==> config.mk <==
export PLATFORM = sky130hd
export DESIGN_NAME = dcache_controller
export DESIGN_NICKNAME = d
export VERILOG_FILES = /design/src/rtl/dcache_pkg.sv /design/src/rtl/dcache_word_merge.sv /design/src/rtl/dcache_controller.sv
export SDC_FILE = /design/constraint.sdc
export NUM_CORES = 2
export LEC_CHECK = 0
export ABC_AREA = 0
export BUFFER_PORTS_ARGS = -buffer_cell sky130_fd_sc_hd__buf_2
export CAP_MARGIN = 20
export CORE_AREA = 4 4 470 472
export CTS_BUF_LIST = sky130_fd_sc_hd__clkbuf_8 sky130_fd_sc_hd__clkbuf_16
export CTS_CLUSTER_SIZE = 12
export DETAILED_ROUTE_END_ITERATION = 6
export DIE_AREA = 0 0 474 476
export GPL_TIMING_DRIVEN = 1
export MAX_ROUTING_LAYER = met4
export PLACE_DENSITY_LB_ADDON = 0.3
export SLEW_MARGIN = 20
export SYNTH_ARGS = -nofsm -noshare
export SYNTH_HDL_FRONTEND = slang
export SYNTH_SLANG_ARGS = --single-unit
==> constraint.sdc <==
create_clock -name clk_i -period 23.8 [get_ports clk_i]
set_input_delay 2.38 -clock clk_i [delete_from_list [all_inputs] [get_ports clk_i]]
set_output_delay 2.38 -clock clk_i [all_outputs]
set_load 0.05 [all_outputs]
==> src/rtl/dcache_pkg.sv <==
// Shared types and widths for the data-cache controller slice.
// Tag field layout is {valid, dirty, tag[22:0]}.
package dcache_pkg;

    localparam int TAG_W       = 23;
    localparam int IDX_W       = 4;
    localparam int WORD_SEL_W  = 3;
    localparam int LINE_W      = 256;
    localparam int TAG_FIELD_W = 25;
    localparam int VALID_BIT   = 24;
    localparam int DIRTY_BIT   = 23;

    typedef enum logic [2:0] {
        ST_IDLE,
        ST_MISS,
        ST_WRITEBACK,
        ST_READMEM,
        ST_FILL
    } state_e;

endpackage

==> src/rtl/dcache_word_merge.sv <==
// Selects one 32-bit word from a cache line and builds the line with that
// word replaced by store data.
module dcache_word_merge
    import dcache_pkg::*;
(
    input  logic [LINE_W-1:0]     line_i,
    input  logic [WORD_SEL_W-1:0] word_i,
    input  logic [31:0]           wdata_i,
    output logic [31:0]           rdata_o,
    output logic [LINE_W-1:0]     line_o
);

    logic [7:0] bit_base;

    assign bit_base = {word_i, 5'b00000};
    assign rdata_o  = line_i[bit_base +: 32];

    always_comb begin
        line_o                = line_i;
        line_o[bit_base +: 32] = wdata_i;
    end

endmodule

==> src/rtl/dcache_controller.sv <==
// Direct-mapped-view cache controller: same-cycle hits, write-back of dirty
// victims, line refill from memory, then replay of the request as a hit.
//
// state      | meaning
// IDLE       | serve hits, detect misses
// MISS       | capture victim line/tag, pick write-back or refill
// WRITEBACK  | write dirty victim to memory, wait for ack
// READMEM    | fetch requested line, wait for ack
// FILL       | write fetched line into SRAM as clean
module dcache_controller
    import dcache_pkg::*;
(
    input  logic                   clk_i,
    input  logic                   rst_i,
    input  logic                   cpu_req_i,
    input  logic                   cpu_write_i,
    input  logic [31:0]            cpu_addr_i,
    input  logic [31:0]            cpu_data_i,
    output logic [31:0]            cpu_data_o,
    output logic                   cpu_stall_o,
    output logic [IDX_W-1:0]       sram_addr_o,
    output logic [TAG_FIELD_W-1:0] sram_tag_o,
    output logic [LINE_W-1:0]      sram_data_o,
    output logic                   sram_enable_o,
    output logic                   sram_write_o,
    input  logic [TAG_FIELD_W-1:0] sram_tag_i,
    input  logic [LINE_W-1:0]      sram_data_i,
    input  logic                   sram_hit_i,
    output logic                   mem_enable_o,
    output logic                   mem_write_o,
    output logic [31:0]            mem_addr_o,
    output logic [LINE_W-1:0]      mem_data_o,
    input  logic [LINE_W-1:0]      mem_data_i,
    input  logic                   mem_ack_i
);

    state_e              state_q, state_d;
    logic [LINE_W-1:0]   victim_line_q, victim_line_d;
    logic [TAG_W-1:0]    victim_tag_q, victim_tag_d;
    logic [LINE_W-1:0]   fill_line_q, fill_line_d;

    logic [TAG_W-1:0]      req_tag;
    logic [IDX_W-1:0]      req_idx;
    logic [WORD_SEL_W-1:0] req_word;
    logic [1:0]            addr_byte_unused;
    logic [31:0]           hit_rdata;
    logic [LINE_W-1:0]     hit_merged;

    assign req_tag          = cpu_addr_i[31:9];
    assign req_idx          = cpu_addr_i[8:5];
    assign req_word         = cpu_addr_i[4:2];
    assign addr_byte_unused = cpu_addr_i[1:0];

    dcache_word_merge u_word_merge (
        .line_i  (sram_data_i),
        .word_i  (req_word),
        .wdata_i (cpu_data_i),
        .rdata_o (hit_rdata),
        .line_o  (hit_merged)
    );

    always_ff @(posedge clk_i or posedge rst_i) begin
        if (rst_i) begin
            state_q       <= ST_IDLE;
            victim_line_q <= '0;
            victim_tag_q  <= '0;
            fill_line_q   <= '0;
        end else begin
            state_q       <= state_d;
            victim_line_q <= victim_line_d;
            victim_tag_q  <= victim_tag_d;
            fill_line_q   <= fill_line_d;
        end
    end

    always_comb begin
        state_d       = state_q;
        victim_line_d = victim_line_q;
        victim_tag_d  = victim_tag_q;
        fill_line_d   = fill_line_q;
        cpu_data_o    = hit_rdata;
        cpu_stall_o   = 1'b0;
        sram_addr_o   = req_idx;
        sram_tag_o    = '0;
        sram_data_o   = '0;
        sram_enable_o = 1'b0;
        sram_write_o  = 1'b0;
        mem_enable_o  = 1'b0;
        mem_write_o   = 1'b0;
        mem_addr_o    = '0;
        mem_data_o    = '0;

        // Outputs are forced quiet while reset is held, not just after it.
        if (!rst_i) begin
            cpu_stall_o = cpu_req_i && !((state_q == ST_IDLE) && sram_hit_i);
            unique case (state_q)
                ST_IDLE: begin
                    if (cpu_req_i) begin
                        if (sram_hit_i) begin
                            if (cpu_write_i) begin
                                sram_enable_o = 1'b1;
                                sram_write_o  = 1'b1;
                                sram_data_o   = hit_merged;
                                sram_tag_o    = {1'b1, 1'b1, req_tag};
                            end
                        end else begin
                            state_d = ST_MISS;
                        end
                    end
                end
                ST_MISS: begin
                    victim_line_d = sram_data_i;
                    victim_tag_d  = sram_tag_i[TAG_W-1:0];
                    if (sram_tag_i[VALID_BIT] && sram_tag_i[DIRTY_BIT]) begin
                        state_d = ST_WRITEBACK;
                    end else begin
                        state_d = ST_READMEM;
                    end
                end
                ST_WRITEBACK: begin
                    mem_enable_o = 1'b1;
                    mem_write_o  = 1'b1;
                    mem_addr_o   = {victim_tag_q, req_idx, 5'b00000};
                    mem_data_o   = victim_line_q;
                    if (mem_ack_i) begin
                        state_d = ST_READMEM;
                    end
                end
                ST_READMEM: begin
                    mem_enable_o = 1'b1;
                    mem_addr_o   = {req_tag, req_idx, 5'b00000};
                    if (mem_ack_i) begin
                        fill_line_d = mem_data_i;
                        state_d     = ST_FILL;
                    end
                end
                ST_FILL: begin
                    sram_enable_o = 1'b1;
                    sram_write_o  = 1'b1;
                    sram_data_o   = fill_line_q;
                    sram_tag_o    = {1'b1, 1'b0, req_tag};
                    state_d       = ST_IDLE;
                end
                default: begin
                    state_d = ST_IDLE;
                end
            endcase
        end
    end

endmodule

==> results.toml <==
[status]
status = "finished clean"

[cells_and_area]
multiInputGateArea_um2 = 16500
fin_nets = 4557
ff_latch_area_um2 = 13500
final_cell_mix = "buf_2, dfrtp_1, nand2_1, mux2_2, and2_1"
drive_gt1_frac = 0.503
fillers = 24202
layout_commonest_cell = "buf_2"
area_delta_synth_final_pct = 37.0

[synth]
avgSynthCellArea_um2 = 11.0
yosys.area_share.adder = 0.00240
synthDistinctLibCells = 50
synth_area_um2 = 31200
synth_warnings = 0
synth-simple-area-share = 0.139
seq_area_frac_synth = 0.431
synth_mux_area_frac = 0.274
synthCells = 2844
synth_edf_count = 0
synthArstFlopShare = 1.00
synth_top_family_by_area = "multiplexers"
synth-seq-cells = 538
synth_ff_type = "dfrtp_1"
synth_xor_xnor_area_share = 0
synth_compound_area_frac = 0.108

[critical_path]
reg2reg_to = "victim_line_q[79]"
crit_type = "input pin to output pin"
cp.arrival_ns = 6.97
path_cells = "buf_2 -> inv_8 -> buf_4 -> nand2_4 -> or2_4 -> buf_4 -> buf_4 -> o21ai_1 -> buf_2"
path_depth = 9
crit_buf_inv = 6
worstSetupStartpointType = "input pin"
crit_family = "buffers and inverters"
startpoint = "rst_i"
cp_max_fo = 75
max_stage_delay_ns = 0.76
crit_top_cell = "buf_4"
timing.critical_path.required_ns = 21.42
worstSetupEndpointType = "output pin"
rrSetupSlack_ns = 19.33
reg2reg_from = "state_q[0]"
crit_end = "sram_data_o[71]"
crit_slowest_cell = "buf_4"
reg2reg_depth = 6

[place]
portBuffers = 1209
place.detailed.hpwl_mm = 195
place_congestion = 0.920

[floorplan]
start_util = 0.144
io_pins = 1217
dieArea_um2 = 226000
die_y_um = 476
die_w_um = 474
core_um2 = 217000
rows = 171

[timing]
hold_violations = 0
rsz0062_at_grt = "false"
min_period_over_period = 0.393
drv_slew = 0
skew_ns = 0.0323
fin_hold_ws_ns = 0.494
finalSetupViolCount = 0
worst_pin_slew_ns = 1.22
period_needed_ns = 9.35
fmaxAchievable_ghz = 0.107
final.setup.tns_ns = 0
maxSlewHeadroom = 0.188

[power]
vdd_ir_drop_max_mv = 0.0741
power_density_nw_per_um2 = 110
p_leak_nw = 20.0

[cts]
cts.hold.buffers_added = 0
post-cts-setup-buffer-count = 0
clock_sinks = 538
clkSlewWorstSetupHoldPaths_ns = 0.05
cts-root-buf = "clkbuf_16"
cts.htree.levels = 3
numCtsBuffers = 76
cts_tree = "done"
cts-resized-gates = 0
clock_path_buffers = 3
clock_latency_ns = 0.71

[detailed_routing]
wirelength_mm = 246
post_drt_wl_per_cell_um = 35.7
vias_per_cell = 4.26
ant_nets = 0
dr_total_vias = 29363
detail_route.iter0.violations = 2089
remaining_drc_errors = 0
first_pass_iters = 6

[global_route]
grt_pass1_wl_mm = 314
grt_start_max_net_pins = 143
grt_overflow_total = 0
grt_use_total = 0.216
grt_pass1_vias = 30768
antenna_found_initial = 86

[min_path]
hold_class = "flop to flop"

[run]
maxCapViolCount = 0
routing by layer:
metal,share of wire,routed length (um),track usage
met1,0.36,87700,0.221
met2,0.51,125000,0.382
met3,0.080,19600,0.0611
met4,0.056,13700,0.101
met5,0,0,-
worst register-to-register path, delay by kind of cell (launching register included):
kind | cells | cell delay, ns
buffers and inverters | 4 | 2.84
DFF | 1 | 0.64
muxes | 1 | 0.49
and+or+nand+nor | 1 | 0.38
where the power goes:
group	switching, mW	internal (mW)	leakage, nW
clock network	0.510	0.695	1.32
logic	1.07	0.786	12.2
registers	0.254	1.38	6.42
cell usage after synthesis, drive strengths merged, types with 2 or more instances:
| library cell | count | area share |
|---|---|---|
| dfrtp | 538 | 0.43 |
| mux2 | 535 | 0.22 |
| nand2 | 423 | 0.051 |
| and2 | 279 | 0.056 |
| o21ai | 193 | 0.031 |
| buf | 138 | 0.031 |
| a22oi | 126 | 0.030 |
| clkbuf | 112 | 0.013 |
| nor2 | 95 | 0.012 |
| a21oi | 69 | 0.011 |
| a21boi | 64 | 0.015 |
| a221oi | 64 | 0.018 |
| mux4 | 64 | 0.046 |
| nand2b | 35 | 0.0070 |
| nor2b | 32 | 0.0064 |
| mux2i | 23 | 0.0074 |
| and3 | 8 | 0.0016 |
| inv | 7 | 0.00084 |
| ha | 6 | 0.0024 |
| nand3 | 5 | 0.00080 |
| nor3 | 4 | 0.00064 |
| nand3b | 3 | 0.00072 |
| nor4b | 3 | 0.0012 |
| a31oi | 2 | 0.00040 |
| nor3b | 2 | 0.00048 |
cell type report:
type                       count  share of cell area
multi-input combinational   2053               0.386
antenna                       43             0.00251
tap                         2854              0.0834
clock buffer                  86              0.0479
sequential                   538               0.315
timing repair buffer        1268               0.153
inverter                       7            0.000789
clock inverter                50              0.0116
worst min path at each step:
stage | slack (ns) | end | cells past startpoint | startpoint
2_1_floorplan | 0.47 | victim_line_q[0] | 1 | victim_line_q[0]
3_3_place_gp | 0.48 | victim_line_q[237] | 1 | victim_line_q[237]
3_5_place_dp | 0.49 | victim_line_q[198] | 1 | victim_line_q[198]
4_1_cts | 0.50 | victim_line_q[8] | 1 | victim_line_q[8]
5_1_grt | 0.51 | victim_line_q[30] | 1 | victim_line_q[30]
6_report | 0.49 | victim_line_q[11] | 1 | victim_line_q[11]
state kept, by name, indices dropped and copies added, names as in the netlist:
| signal | count |
|---|---|
| fill_line_q | 256 |
| victim_tag_q | 23 |
| victim_line_q | 256 |
| state_q | 3 |
logic make-up (layout without fill, tap and decap cells):
family,Yosys count,after routing
adder cells (fa/ha/maj),6,6
AO/OA/AOI/OAI,525,525
other,1,48
buffers and inverters,257,1411
multiplexers,622,622
flip-flops,538,538
AND/OR/NAND/NOR,895,895
per-stage QoR:
step                setup WS (ns)  utilization  power, mW  area (um2)  std cells
CTS                         14.20        0.197       4.77       42700       6856
global placement            14.16        0.185       3.49       40100       6720
global route                14.12        0.198       4.93       42800       6886
detailed placement          14.21        0.185       3.52       40100       6720
finish                      14.45        0.198       4.70       42800       6899
floorplan                    4.73            -       2.95       31300       2848
Power figures use the tool's default switching activity.
